[config.mk]
export PLATFORM = sky130hd
export DESIGN_NAME = fetch_stage
export DESIGN_NICKNAME = d
export VERILOG_FILES = /design/src/rtl/fetch_stage.sv
export SDC_FILE = /design/constraint.sdc
export NUM_CORES = 1
export LEC_CHECK = 0
export ABC_AREA = 1
export BUFFER_PORTS_ARGS = -buffer_cell sky130_fd_sc_hd__buf_4
export CAP_MARGIN = 40
export CORE_MARGIN = 4
export CORE_UTILIZATION = 58
export CTS_CLUSTER_DIAMETER = 80
export CTS_CLUSTER_SIZE = 25
export DETAILED_ROUTE_END_ITERATION = 16
export MAX_ROUTING_LAYER = met4
export PLACE_DENSITY = 0.87
export REMOVE_ABC_BUFFERS = 1
export SETUP_SLACK_MARGIN = 0.4
export SLEW_MARGIN = 5
export SYNTH_ARGS = -nofsm -noshare
export SYNTH_HDL_FRONTEND = slang
export SYNTH_SLANG_ARGS = --single-unit
[constraint.sdc]
create_clock -name clk -period 11.17 [get_ports clk]
set_input_delay 0 -clock clk [delete_from_list [all_inputs] [get_ports clk]]
set_output_delay 0 -clock clk [all_outputs]
set_load 0.02 [all_outputs]
[src/rtl/fetch_stage.sv]
`default_nettype none
// ============================================================================
// Module      : fetch_stage
// Description : Instruction fetch stage. Owns the PC, issues single-outstanding
//               word fetches, captures responses into the IF/ID register.
// Revision    : 1.0 - initial release
// ============================================================================
module fetch_stage #(
    parameter logic [31:0] RESET_PC  = 32'h0000_0000,
    parameter logic [31:0] NOP_INSTR = 32'h0000_0013
) (
    input  logic        clk,
    input  logic        rst,
    output logic        imem_req_valid,
    output logic [31:0] imem_req_addr,
    input  logic        imem_req_ready,
    input  logic        imem_rsp_valid,
    input  logic [31:0] imem_rsp_data,
    input  logic        redirect_valid,
    input  logic [31:0] redirect_pc,
    input  logic        id_ready,
    output logic        id_valid,
    output logic [31:0] id_instr,
    output logic [31:0] id_pc,
    output logic [31:0] id_pc_plus4,
    output logic        misalign_fault
);

    localparam logic [1:0] S_REQ  = 2'd0;
    localparam logic [1:0] S_WAIT = 2'd1;
    localparam logic [1:0] S_DROP = 2'd2;

    localparam logic [31:0] c_RESET_PC_ALIGNED = {RESET_PC[31:2], 2'b00};

    logic [1:0]  r_state;
    logic [31:0] r_pc;
    logic [31:0] r_fetch_pc;
    logic        r_id_valid;
    logic [31:0] r_id_instr;
    logic [31:0] r_id_pc;
    logic [31:0] r_id_pc_plus4;
    logic        r_misalign;

    logic w_req_valid;
    logic w_req_fire;
    logic w_id_load;
    logic w_id_drain;

    // Only request when IF/ID is empty or draining, so a response always has room.
    assign w_req_valid = !rst && (r_state == S_REQ) && (!r_id_valid || id_ready);
    assign w_req_fire  = w_req_valid && imem_req_ready;
    assign w_id_load   = (r_state == S_WAIT) && imem_rsp_valid && !redirect_valid;
    assign w_id_drain  = r_id_valid && id_ready;

    always_ff @(posedge clk or posedge rst) begin
        if (rst) begin
            r_state       <= S_REQ;
            r_pc          <= c_RESET_PC_ALIGNED;
            r_fetch_pc    <= 32'd0;
            r_id_valid    <= 1'b0;
            r_id_instr    <= NOP_INSTR;
            r_id_pc       <= 32'd0;
            r_id_pc_plus4 <= 32'd4;
            r_misalign    <= 1'b0;
        end else begin
            r_misalign <= redirect_valid && (|redirect_pc[1:0]);

            if (w_req_fire) begin
                r_fetch_pc <= r_pc;
            end

            case (r_state)
                S_REQ: begin
                    if (w_req_fire) begin
                        r_pc    <= r_pc + 32'd4;
                        r_state <= S_WAIT;
                    end
                end
                S_WAIT, S_DROP: begin
                    if (imem_rsp_valid) begin
                        r_state <= S_REQ;
                    end
                end
                default: r_state <= S_REQ;
            endcase

            if (w_id_load) begin
                r_id_valid    <= 1'b1;
                r_id_instr    <= imem_rsp_data;
                r_id_pc       <= r_fetch_pc;
                r_id_pc_plus4 <= r_fetch_pc + 32'd4;
            end else if (w_id_drain) begin
                r_id_valid <= 1'b0;
                r_id_instr <= NOP_INSTR;
            end

            // Redirect overrides everything; any request still in flight becomes wrong-path.
            if (redirect_valid) begin
                r_pc       <= {redirect_pc[31:2], 2'b00};
                r_id_valid <= 1'b0;
                r_id_instr <= NOP_INSTR;
                if (r_state == S_REQ) begin
                    r_state <= w_req_fire ? S_DROP : S_REQ;
                end else begin
                    r_state <= imem_rsp_valid ? S_REQ : S_DROP;
                end
            end
        end
    end

    assign imem_req_valid = w_req_valid;
    assign imem_req_addr  = r_pc;
    assign id_valid       = r_id_valid;
    assign id_instr       = r_id_instr;
    assign id_pc          = r_id_pc;
    assign id_pc_plus4    = r_id_pc_plus4;
    assign misalign_fault = r_misalign;

endmodule
`default_nettype wire

# Yosys cells after proc, flatten, opt, wreduce, memory -nomap -nowiden
# Index checks and enable logic that the tools add are counted.
# W data, S select, Z words.
classes:
  n_addsub: 2
  eq_ne: 4
  muxes: 16
  n_reduce_logical: 19
op_table:
  columns: ["operator", "count"]
  rows:
  - ["$mux W32", 6]
  - ["$add A32 B3 Y32 const B", 2]
  - ["$mux W2", 6]
  - ["$logic_and A1 B1 Y1", 7]
  - ["$ne A3 B3 Y1 const B", 2]
  - ["$pmux W2 S2", 1]
  - ["$reduce_and A2 Y1", 2]
  - ["$reduce_bool A2 Y1", 2]
  - ["$reduce_or A2 Y1", 2]
  - ["$logic_not A1 Y1", 3]
  - ["$mux W1", 3]
  - ["$reduce_bool A3 Y1", 1]
  - ["$eq A2 B1 Y1 const B", 1]
  - ["$eq A2 B2 Y1 const B", 1]
  - ["$logic_not A2 Y1", 1]
  - ["$logic_or A1 B1 Y1", 1]
totals:
  regBits: 164
  input_bits: 70
  output_inout_bits: 131
  wordCells: 49

# Logic depth before layout (Yosys ltp)
# Gate-level depths: netlist of run 1.
logic_depth:
  depth_word: 7
  ltp_mapped: 11
  ltp_nobuf: 11

# Worst setup path before layout of run 1
# No wires, ideal clock.
synth_timing:
  path_type: "reg2reg"
  start: "reg r_pc[3], in the netlist imem_req_addr[3]"
  end: "reg r_pc[26], in the netlist imem_req_addr[26]"
  setup_time_ps: 117
  arrival_time_ps: 1396
  required_ps: 11053
  setup_slack_ps: 9656
  stages_incl_launch_ff: 9
  path_buffers: 0
  period_less_slack_ps: 1514
  cell_sequence: "dfrtp_1 -> ha_1 -> nand2_1 -> nor2_2 -> nand2_4 -> nor2_4 -> nand3_1 -> nand3_1 -> nand2_1"
synth_between:
  elab_chain_len: 4
synth_lines:
  columns: ["element", "line_no", "source"]
  rows:
  - ["start: declaration", "36", "logic [31:0] r_pc;"]
  - ["start signal: assignment", "58", "r_pc <= c_RESET_PC_ALIGNED;"]
  - ["start signal: assignment", "75", "r_pc <= r_pc + 32'd4;"]
  - ["start signal: assignment", "99", "r_pc <= {redirect_pc[31:2], 2'b00};"]
  - ["$add A32 B3 Y32", "75", null]
  - ["$mux W32", "74", "if (w_req_fire) begin"]
  - ["$mux W32", "72", "case (r_state)"]
  - ["$mux W32", "98", "if (redirect_valid) begin"]
# Every way passes these cells. The select of a mux whose other input is x is not followed.
# A chain may end at the register's enable or synchronous reset.

# Worst setup path after layout of run 1
layout_timing:
  start: "reg r_state[1]"
  end: "reg r_id_instr[4], in the netlist id_instr[4]"
layout_between:
  elab_chain_len: 5
  elab_cells_between_ends: 6
  classes_between: "eq/ne: 1; mux: 2; reduce/logical: 3"
layout_lines:
  columns: ["element", "line_no", "source"]
  rows:
  - ["start: declaration", "35", "logic [1:0] r_state;"]
  - ["start signal: assignment", "103", "r_state <= w_req_fire ? S_DROP : S_REQ;"]
  - ["start signal: assignment", "105", "r_state <= imem_rsp_valid ? S_REQ : S_DROP;"]
  - ["$eq A2 B1 Y1 *", "52", "assign w_id_load = (r_state == S_WAIT) && imem_rsp_valid && !redirect_valid;"]
  - ["$logic_and A1 B1 Y1 * (2 in series)", "52", null]
  - ["$mux W32", "87", "if (w_id_load) begin"]
  - ["$mux W32", "98", null]
  - ["end signal: assignment", "89", "r_id_instr <= imem_rsp_data;"]
  - ["end: declaration", "39", "logic [31:0] r_id_instr;"]
# Mark *: on every way between the ends. The rest lies on a longest branch, timed or not.

==> results.md, run 1 <==
Critical path:
- The most numerous cell type found on the critical path is sky130_fd_sc_hd__buf_4.
- The highest fanout seen on the critical path is 77.
- The path type of the worst setup path is flop to flop.
- STA classifies the critical path startpoint as a flop.
- The slowest stage of the critical path is the sky130_fd_sc_hd__buf_4 cell.
- The signal on the critical path passes through inv_1 -> ha_1 -> nand2_2 -> nor2_4 -> buf_4 -> inv_2 -> buf_4 -> o22a_1 -> dlygate4sd3_1.
- The depth of the worst register-to-register path is 9.
- The required time at the endpoint of the critical path is 11.53 ns.
- The data arrival time at the worst-slack endpoint is 3.25 ns.
- The largest single stage delay on the critical path is 0.61 ns.
- The endpoint type of the worst setup path is a flop.

Global routing:
- Summed over all layers, the global routing overflow is 0.
- The first global-routing pass estimated 37300 µm of wire.
- The via count of the first global-routing pass is 7291.
- The total routing resource utilization after global routing is 0.327.
- The initial antenna violation count was 0.
- The largest net degree at the start of global routing is 95.

Clock network:
- Counting the buffers created by CTS gives 17.
- The clock input transition at the sequential cells of the worst setup and hold paths is 0.06 ns.
- The post-cts hold buffer count is 69.
- TritonCTS built the clock tree.
- The clock insertion delay at the later pin of the skew report is 0.44 ns.
- The H-tree level count is 4.
- Post-CTS timing repair inserted 0 buffers for setup.
- The total number of clock tree sinks is 156.
- The quantity of gates resized following cts is 0.
- In this run the deepest clock path goes through 2 buffers.
- The cell chosen for the clock root is sky130_fd_sc_hd__clkbuf_16.

Floorplan:
- Pin placement for this block handled 201 I/O pins.
- The die area is 15400 µm².
- The die boundary width is 124 µm.
- The area of the core is 13200 µm².
- The effective utilization at floorplan is 0.592.
- Measured along the y axis, the die boundary spans 124 µm.
- The initialized floorplan defines 42 standard-cell rows.

Finish:
- Of the cells placed in the final design, the portion with a size suffix greater than 1 is 0.227.
- The number of fillers in the final layout is 843.
- The final core utilization is 0.799.
- The antenna diode count is 0.
- The count of nets after finishing is 1293.
- The growth of design area from synthesis to finish is 35.1%.

Yosys:
- Yosys printed 0 warnings.
- Synthesis instantiated 41 different standard cells from the library.
- Synthesis inferred 156 register bits.
- After technology mapping, the gate count stands at 969.
- Summing every instance area after synthesis gives 7800 µm².
- The portion of the post-synthesis area used by sequential elements is 0.501.
- The mean post-synth cell area is 8.05 µm².

Job:
- The number of max-cap violations is 0.

STA:
- The post-route clock skew is 0.00988 ns.
- The final count of hold timing violations is 0.
- The worst hold margin is 0.0305 ns.
- The normalized max-slew margin is 0.443.
- Setup violations remaining at the end of the flow were counted as 0.
- The actual slew at the worst max-slew pin is 0.835 ns.
- Setup repair after global routing left no endpoint under its margin.
- The count of final max-slew check failures is 0.
- The post-route minimum period is 2.89 ns.
- Setup slack on the critical path of the routed design comes to 8.28 ns.
- In the finished design, the share of the clock period the worst path needs comes to 0.259.
- Timing would allow up to 346 MHz.
- The setup TNS after final layout is 0 ns.

Routing:
- The number of detailed-route iterations in the first pass is 5.
- The detailed router finished its first iteration with 718 violations.
- For this run, design rule violations remaining after detail routing come to 0.
- In the routed layout, each cell is associated on average with a via count of 5.40.
- The number of vias after detailed routing is 7601.
- Wires add up to 24000 µm.
- After detailed routing, the average wire length per cell comes to 17.1 µm.
- Once detail routing completed, the nets flagged for antenna violations numbered 0.

Min path:
- The class of the tightest hold or removal check is primary input to flop.
- Along the worst hold path, the cell count comes to 3.

Power:
- The power per standard cell area is 230 nW/µm².
- IR analysis of the VDD net gives a maximum drop of 0.144 mV.
- The analysis attributes to cell leakage a power of 5.31 nW.

Placed design:
- The port buffer count is 194.
- The congestion estimate from routability-driven global placement came to 0.915.
- Summed over all nets, the half-perimeter wirelength after detailed placement is 14500 µm.
- The pre-CTS worst setup slack is 8.68 ns.

Outcome:
- The flow ran to the end, and the final reports show no timing, DRC or antenna violations.
-- worst max-delay path: cells and delay by family (launching register included) --
kind | cells | cell delay (ns)
buffers and inverters | 5 | 1.76
AOI/OAI and AO/OA | 1 | 0.32
and+or+nand+nor | 2 | 0.19
adders and majority gates | 1 | 0.16
DFF | 1 | 0.37
-- synth_stat cells, drive strengths merged --
| library cell | n | area [µm²] |
|---|---|---|
| nand3 | 73 | 393 |
| xnor2 | 4 | 35.0 |
| conb | 1 | 3.75 |
| inv | 89 | 334 |
| o211ai | 5 | 37.5 |
| o31ai | 1 | 7.51 |
| nand2 | 355 | 1380 |
| nor3 | 3 | 25.0 |
| a31oi | 2 | 12.5 |
| clkbuf | 10 | 48.8 |
| nor2 | 108 | 547 |
| nor3b | 1 | 12.5 |
| o22a | 3 | 26.3 |
| xor2 | 5 | 43.8 |
| dfstp | 4 | 105 |
| ha | 4 | 50.1 |
| and2 | 2 | 12.5 |
| nand4 | 8 | 50.1 |
| o22ai | 1 | 6.26 |
| o21bai | 1 | 7.51 |
| dfrtp | 152 | 3800 |
| a22o | 29 | 254 |
| o21ai | 72 | 360 |
| buf | 30 | 223 |
| a21oi | 6 | 30.0 |
-- area by class of cell --
type,instances,area (µm²),area share
clock inverter,11,144,0.0137
sequential,156,3910,0.371
clock buffer,21,450,0.0427
inverter,89,339,0.0322
multi-input combinational,689,3310,0.314
tap,176,220,0.0209
timing repair buffer,266,2170,0.206
-- layer usage --
metal	routed length, µm	global-route usage	vias to the layer above
li1	-	-	3578
met1	9330	0.401	3588
met2	11800	0.525	372
met3	2040	0.0695	63
met4	877	0.148	0
met5	0	-	-
-- cells by family after synthesis --
| group | share of synthesized area |
|---|---|
| AOI/OAI and AO/OA | 0.0951 |
| xor gates and xnor gates | 0.0101 |
| adders and majority gates | 0.00641 |
| buffers and inverters | 0.0776 |
| DFF | 0.501 |
| other | 0.000481 |
| and+or+nand+nor | 0.309 |
-- path summary, 6_finish.rpt --
kind                                start                to  slack, ns
max in group asynchronous             rst  imem_req_addr[5]       9.50
max                            r_state[1]       id_instr[4]       8.28
max reg2reg                    r_state[1]       id_instr[4]       8.28
min                        redirect_valid        r_state[1]       0.03
min in group asynchronous             rst          id_pc[3]       0.31
min reg2reg                     id_pc[23]         id_pc[23]       0.47
-- power by group --
group          internal [W]  leakage, nW  switching (W)
sequential         0.000762         2.00       0.000202
clock              0.000356        0.279       0.000235
combinational      0.000344         3.03       0.000527
-- registers in the layout, indices dropped and copies added (netlist names) --
register,flops
id_instr,32
id_pc,30
id_pc_plus4,30
imem_req_addr,30
r_fetch_pc,30
r_state,2
id_valid,1
misalign_fault,1
-- through the flow --
| step | std cells | cell area, µm² | power, W |
|---|---|---|---|
| finish | 1408 | 10500 | 0.00243 |
| global route | 1408 | 10500 | 0.00256 |
| CTS | 1408 | 10500 | 0.00239 |
| detailed placement | 1307 | 9260 | 0.00178 |
| global placement | 1307 | 9260 | 0.00175 |
| floorplan | 934 | 7550 | 0.00140 |
-- cell usage in the layout (no fill, tap or decap), types with 5 or more instances in the layout --
| cell | n |
|---|---|
| sky130_fd_sc_hd__nand2_1 | 344 |
| sky130_fd_sc_hd__o211ai_1 | 5 |
| sky130_fd_sc_hd__nand3_1 | 69 |
| sky130_fd_sc_hd__nand4_1 | 8 |
| sky130_fd_sc_hd__o21ai_0 | 62 |
| sky130_fd_sc_hd__xor2_1 | 5 |
| sky130_fd_sc_hd__clkbuf_16 | 17 |
| sky130_fd_sc_hd__a21oi_1 | 6 |
| sky130_fd_sc_hd__o21ai_1 | 10 |
| sky130_fd_sc_hd__nor2_2 | 14 |
| sky130_fd_sc_hd__a22o_1 | 29 |
| sky130_fd_sc_hd__dlygate4sd3_1 | 69 |
| sky130_fd_sc_hd__nor2_4 | 12 |
| sky130_fd_sc_hd__nor2_1 | 81 |
| sky130_fd_sc_hd__dfrtp_1 | 152 |
| sky130_fd_sc_hd__conb_1 | 6 |
| sky130_fd_sc_hd__buf_4 | 197 |
| sky130_fd_sc_hd__nand2_2 | 8 |
| sky130_fd_sc_hd__inv_1 | 84 |
Note: power is estimated with default switching activity, not from simulation.
==> run 2, diff against run 1 <==
Settings changed: CORE_UTILIZATION 58 to 53, PLACE_DENSITY 0.87 to 0.81.
Clock period 11.17 ns to 2.8 ns, I/O delays scaled along.
==> results.md, run 2 (synthesis gave the netlist of run 1 again) <==
Min path:
- The cell count of the worst hold path is 3 (unchanged).
- The source of the worst hold timing path is redirect_valid.
- The worst hold path belongs to the class primary input to flop.
- The capture endpoint of the worst hold path is r_state[1].

Critical path:
- The depth of the worst register-to-register path is 10 (+1).
- The stage delay of the slowest cell on the critical path is 0.40 ns (-0.21 ns).
- The largest individual stage delay along the critical path comes from the cell sky130_fd_sc_hd__buf_4.
- The worst register-to-register path ends at id_pc_plus4[30].
- The reg-to-reg setup timing slack came to 0.81 ns (-7.47 ns).
- The critical path goes through inv_1 -> ha_1 -> nand2_2 -> nor2_4 -> buf_4 -> nand2_1 -> nor2_1 -> nand4_1 -> nand2_1 -> inv_1.
- The startpoint identified for the worst register-to-register timing path is r_state[1].
- The endpoint type of the worst setup path is a flop.
- The startpoint type of the worst setup path is a flop.
- The required time at the endpoint of the critical path is 3.12 ns (-8.41 ns).
- The path type of the worst setup path is flop to flop.
- The highest fanout seen on the critical path is 45 (-42%).
- The data arrival time at the worst-slack endpoint is 2.32 ns (-0.93 ns).

Clock network:
- The tree is rooted in a sky130_fd_sc_hd__clkbuf_16.
- The TritonCTS clock tree is built.
- The H-tree level count was 4 (unchanged).
- The clock insertion delay at the later pin of the skew report is 0.43 ns (about the same).
- The CTS buffer count is 17 (unchanged).
- The total number of clock tree sinks is 156 (unchanged).
- The maximum buffer depth of the clock tree is 2 (unchanged).
- The clock input transition at the sequential cells of the worst setup and hold paths is 0.06 ns (about the same).
- The post-CTS setup repair buffer count is 0 (unchanged).

Outcome:
- The flow ran to the end, and the final reports show no timing, DRC or antenna violations.

STA:
- Setup repair after global routing left no endpoint under its margin.
- The count of final max-slew check failures is 0 (unchanged).
- The final setup violation count is 0 (unchanged).
- The actual slew at the worst max-slew pin is 0.725 ns (-0.110 ns).
- The normalized max-slew margin is 0.517 (+0.0733).
- The final count of hold timing violations is 0 (unchanged).
- The maximum frequency from static timing analysis is 502 MHz (+45%).
- The post-route minimum period is 1.99 ns (-0.896 ns).
- The slack of the critical path is 0.808 ns (-7.47 ns).
- The final critical-path share of the clock period is 0.711 (+0.453).
- The post-route clock skew is 0.00732 ns (-0.00256 ns).

Placed design:
- The port buffer count came to 194 (unchanged).
- The pre-CTS worst setup slack is 0.850 ns (-7.83 ns).
- The weighted congestion at the end of routability-driven global placement was 0.938 (+2.6%).
- The final HPWL from detailed placement is 15000 µm (+3.9%).

Routing:
- The vias per cell came to 5.24 (-2.9%).
- The sum of routed wire length over all layers is 22800 µm (-4.9%).
- The initial detailed-routing violation count is 559 (-22%).
- The DRC violation count after routing came to 0 (unchanged).
- The number of nets with antenna violations after routing was 0 (unchanged).
- The number of detailed-route iterations in the first pass came to 7 (+2).
- The number of vias after detailed routing is 7436 (-2.2%).
- The final routed wire length divided by cell count is 16.1 µm (-5.6%).

Finish:
- The proportion of layout cells with a drive suffix above 1 is 0.231 (+0.00350).
- Leaving out fill and tap cells, the most frequent cell in the layout is sky130_fd_sc_hd__nand2_1.
- The antenna diode count is 0 (unchanged).
- The growth of design area from synthesis to finish is 35.5%.
- In the layout the commonest cells are sky130_fd_sc_hd__nand2_1, sky130_fd_sc_hd__buf_4, sky130_fd_sc_hd__dfrtp_1, sky130_fd_sc_hd__inv_1, sky130_fd_sc_hd__nor2_1.
- The flip-flop count of the largest register, all copies and words added is 32 (unchanged).
- The number of fillers in the final layout is 1106 (+31%).
- The count of nets after finishing is 1296 (+0.23%).

Floorplan:
- The top-level I/O count was 201 (unchanged).
- The area of the core was 14500 µm² (+9.8%).
- The effective utilization at floorplan was 0.539 (-0.0527).
- The die extent in y is 129 µm (+4.3%).
- The die boundary width is 129 µm (+4.3%).
- The die area is 16700 µm² (+8.8%).
- The number of placement rows came to 44 (+4.8%).

Global routing:
- The largest net degree at the start of global routing is 80 (-16%).
- The via count of the first global-routing pass is 7085 (-2.8%).
- The total routing resource utilization after global routing is 0.287 (-0.0402).
- The overall overflow remaining after global route was 0 (unchanged).
- The initial antenna violation count is 0 (unchanged).
- The first-pass GRT wire length is 36600 µm (-1.7%).

Power:
- The leakage power of the design is 5.34 nW (+0.54%).
- The overall power after layout is 0.00953 W (+290%).
- The highest ir drop seen on vdd is 0.522 mV (+260%).
- The power per standard cell area is 901 nW/µm² (+290%).

Job:
- The number of max-cap violations is 0 (unchanged).
-- run 2: worst max-delay path: cells and delay by family, from the launching register on --
family | cells | cell delay (ns)
buffers and inverters | 3 | 0.52
adders and majority gates | 1 | 0.18
DFF | 1 | 0.37
and+or+nand+nor | 6 | 0.79
-- run 2: where the power goes --
| part | switching, W | total [W] | internal, W |
|---|---|---|---|
| clock | 0.000933 | 0.00229 | 0.00136 |
| combinational | 0.00203 | 0.00342 | 0.00139 |
| sequential | 0.000787 | 0.00383 | 0.00304 |
| total | 0.00375 | 0.00953 | 0.00579 |
-- run 2: through the flow --
stage                      util  hold slack (ns)  std cells  setup TNS, ns  area [µm²]
after CTS                 0.731           0.0144       1419              0       10600
after global routing      0.731           0.0345       1419              0       10600
after detailed placement  0.644            0.193       1320              0        9330
after global placement    0.644            0.195       1320              0        9330
final                     0.731           0.0383       1419              0       10600
after floorplan               -           0.0631        934        -213.77        7550
-- run 2: worst max-delay path by stage --
stage	slack, ns	depth (start not counted)	from	endpoint
final	0.81	10	r_state[1]	id_pc_plus4[30]
after CTS	0.84	10	r_state[1]	id_pc_plus4[30]
after floorplan	-1.40	1	rst	id_instr[10]
after global routing	0.63	10	r_state[1]	id_pc_plus4[30]
after global placement	0.97	10	r_state[1]	id_pc_plus4[30]
after detailed placement	0.85	10	r_state[1]	id_pc_plus4[30]
-- run 2: timing repair --
| item | CTS | global route |
|---|---|---|
| endpoints found under the hold margin | 138 | 0 |
| hold buffers | 67 | 0 |
| resized for setup | 0 | 0 |
-- run 2: cell type report --
type,count,area (µm²),area share
clock buffer,22,464,0.0439
tap,184,230,0.0218
clock inverter,10,115,0.0109
multi-input combinational,689,3310,0.313
inverter,89,339,0.0321
sequential,156,3910,0.370
timing repair buffer,269,2210,0.209
-- run 2: layer usage --
| layer | global-route usage | routed length (µm) | up-vias | share of wire |
|---|---|---|---|---|
| li1 | - | - | 3594 | - |
| met1 | 0.366 | 9500 | 3494 | 0.42 |
| met2 | 0.456 | 10900 | 296 | 0.48 |
| met3 | 0.0573 | 1730 | 52 | 0.076 |
| met4 | 0.108 | 682 | 0 | 0.030 |
| met5 | - | 0 | - | 0 |
==> run 3, diff against run 2 <==
Settings changed: CORE_UTILIZATION 53 to 48, PLACE_DENSITY 0.81 to 0.77.
Clock period 2.8 ns to 1.7 ns, I/O delays scaled along.
==> results.md, run 3 (synthesis gave the netlist of run 1 again) <==
Outcome:
- The run finished, with violations left.
- The checks that failed: negative setup slack.

Floorplan:
- The die boundary width is 136 µm (+4.8%).
- The area of the core is 15900 µm² (+9.7%).
- The top-level I/O count is 201 (unchanged).
- The effective utilization at floorplan is 0.491 (-0.0477).
- The die extent in y is 136 µm (+4.8%).
- The number of placement rows came to 46 (+4.5%).
- The die area is 18400 µm² (+9.8%).

Finish:
- The design area was 12100 µm² (+15%).
- The proportion of layout cells with a drive suffix above 1 is 0.364 (+0.133).
- The final core utilization is 0.765 (+0.0340).
- The antenna diode count is 0 (unchanged).
- From synthesis to final layout, the design area changed by 55.6%.
- The flip-flop count of the largest register, all copies and words added is 32 (unchanged).
- The most frequent standard cell in the layout excluding fill and tap cells is sky130_fd_sc_hd__nand2_1.
- The count of nets after finishing came to 1355 (+4.6%).
- The top cell types in the final layout, fill and taps aside, are sky130_fd_sc_hd__nand2_1, sky130_fd_sc_hd__buf_4, sky130_fd_sc_hd__dfrtp_1, sky130_fd_sc_hd__inv_1, sky130_fd_sc_hd__nor2_1.

Global routing:
- The first-pass GRT wire length is 40500 µm (+10%).
- The largest net degree at the start of global routing is 56 (-30%).
- The via count of the first global-routing pass came to 7740 (+9.2%).
- The initial antenna violation count is 0 (unchanged).
- The total routing resource utilization after global routing is 0.289 (+0.00176).
- The overall overflow remaining after global route was 0 (unchanged).

STA:
- The slack of the critical path is -0.0768 ns (-0.885 ns).
- Setup repair after global routing could not meet its margin everywhere.
- The count of final max-slew check failures is 0 (unchanged).
- The final count of hold timing violations is 0 (unchanged).
- The final critical-path share of the clock period is 1.05 (+0.334).
- The maximum frequency from static timing analysis is 563 MHz (+12%).
- The post-route minimum period is 1.78 ns (-0.215 ns).
- The final setup violation count came to 33 (+33).
- The setup TNS after final layout is -0.769 ns (-0.769 ns).
- The worst hold margin came to 0.00487 ns (-0.0334 ns).
- The post-route clock skew was 0.00697 ns (-0.000351 ns).

Placed design:
- The placed standard-cell area is 9590 µm² (+2.8%).
- The weighted congestion at the end of routability-driven global placement was 0.878 (-6.4%).
- The final HPWL from detailed placement was 16000 µm (+6.4%).
- The port buffer count is 194 (unchanged).

Power:
- The power per standard cell area is 1460 nW/µm² (+62%).
- The highest ir drop seen on vdd is 0.930 mV (+78%).
- The leakage power of the design is 5.91 nW (+11%).

Min path:
- The source of the worst hold timing path is id_ready.
- The class of the tightest hold or removal check is primary input to flop.

Critical path:
- The reg-to-reg setup timing slack is -0.08 ns (-0.88 ns).
- The startpoint type of the worst setup path is a flop.
- The highest fanout seen on the critical path is 6 (-87%).
- The category of cells accounting for the largest share of critical-path delay is buffers and inverters.
- Among the stages of the critical path, the cell type that occurs most often is sky130_fd_sc_hd__buf_12.
- The stage delay of the slowest cell on the critical path was 0.42 ns (+0.02 ns).
- The capture point of the critical path is imem_req_addr[20].
- The required time at the endpoint of the critical path is 2.05 ns (-1.07 ns).
- The cell depth of the worst setup path is 11 (+1).
- Walking the worst path, the cells encountered are inv_2 -> ha_4 -> inv_4 -> nor2_4 -> nand3_4 -> buf_12 -> nor2_8 -> buf_12 -> buf_12 -> nand2_4 -> o21bai_1.
- The sum of buffers and inverters on the critical path is 5 (+2).
- The largest individual stage delay along the critical path comes from the cell sky130_fd_sc_hd__dfrtp_1.
- The depth of the worst register-to-register path is 11 (+1).
- STA classifies the critical path endpoint as a flop.
- The startpoint of the most critical setup path is r_state[0].
- In this run the critical register-to-register path is captured at imem_req_addr[20].
- The data arrival time at the worst-slack endpoint is 2.13 ns (-0.19 ns).
- The critical register-to-register path startpoint is r_state[0].
- The path type of the worst setup path is flop to flop.

Clock network:
- The clock insertion delay at the later pin of the skew report is 0.43 ns (about the same).
- The clock input transition at the sequential cells of the worst setup and hold paths came to 0.06 ns (about the same).
- The TritonCTS clock tree is built.
- The CTS buffer count is 17 (unchanged).
- The H-tree level count is 4 (unchanged).
- The total number of clock tree sinks is 156 (unchanged).
- The cell chosen for the clock root is sky130_fd_sc_hd__clkbuf_16.
- The maximum buffer depth of the clock tree is 2 (unchanged).

Routing:
- The initial detailed-routing violation count is 741 (+33%).
- The number of nets with antenna violations after routing was 0 (unchanged).
- The vias per cell came to 5.36 (+2.4%).
- The DRC violation count after routing is 0 (unchanged).
- The number of vias after detailed routing is 8101 (+8.9%).
- The final routed wire length divided by cell count came to 18.2 µm (+13%).
- The number of detailed-route iterations in the first pass is 5 (-2).
- The sum of routed wire length over all layers is 27400 µm (+20%).

Job:
- The number of max-cap violations is 0 (unchanged).
==> run 3: routing by layer <==
layer | vias up | global-route usage | part of all wire
li1 | 3722 | - | -
met1 | 3873 | 0.365 | 0.39
met2 | 439 | 0.477 | 0.50
met4 | 0 | 0.0957 | 0.024
met5 | - | - | 0
met3 | 67 | 0.0461 | 0.079
==> run 3: worst min-delay path, delay by kind of cell <==
kind | cells | cell delay, ns
simple gates | 2 | 0.20
compound gates | 1 | 0.12
buf+inv | 1 | 0.09
==> run 3: worst min path at each step <==
| stage | endpoint | slack [ns] | cells after the start |
|---|---|---|---|
| after floorplan | id_valid | 0.06 | 1 |
| after global placement | imem_req_addr[4] | 0.04 | 2 |
| after CTS | id_valid | -0.06 | 4 |
| after global routing | imem_req_addr[24] | 0.04 | 5 |
| after detailed placement | imem_req_addr[4] | 0.04 | 2 |
| final | id_instr[0] | 0.005 | 4 |
==> run 3: area by class of cell <==
type	instances	area, µm²
Multi-Input combinational cell	689	3800
Tap cell	216	270
Timing Repair Buffer	328	3200
Clock buffer	20	457
Clock inverter	12	139
Inverter	89	350
Fill cell	1055	3740
Sequential cell	156	3930
==> run 3: repair_timing <==
| action | CTS | global route |
|---|---|---|
| pin swaps | 28 | 19 |
| cloned | 9 | 5 |
| hold buffers | 66 | 0 |
| buffers inserted | 22 | 6 |
| endpoints found under the hold margin | 218 | 0 |
| endpoints found under the setup margin | 155 | 155 |
| resized for setup | 123 | 114 |
==> run 3: report_power, final <==
group          switching, W  internal [W]  leakage (nW)
Sequential          0.00140       0.00504          1.98
Clock               0.00159       0.00225         0.279
Combinational       0.00416       0.00331          3.66
Total               0.00714        0.0106          5.91
==> run 3: through the flow <==
step	instances	setup slack (ns)	power, W
after floorplan	934	-2.50	0.00918
after global placement	1370	0.0739	0.0119
after detailed placement	1370	-0.00101	0.0120
after CTS	1499	0.112	0.0168
after global routing	1510	-0.102	0.0186
final	1510	-0.0768	0.0177
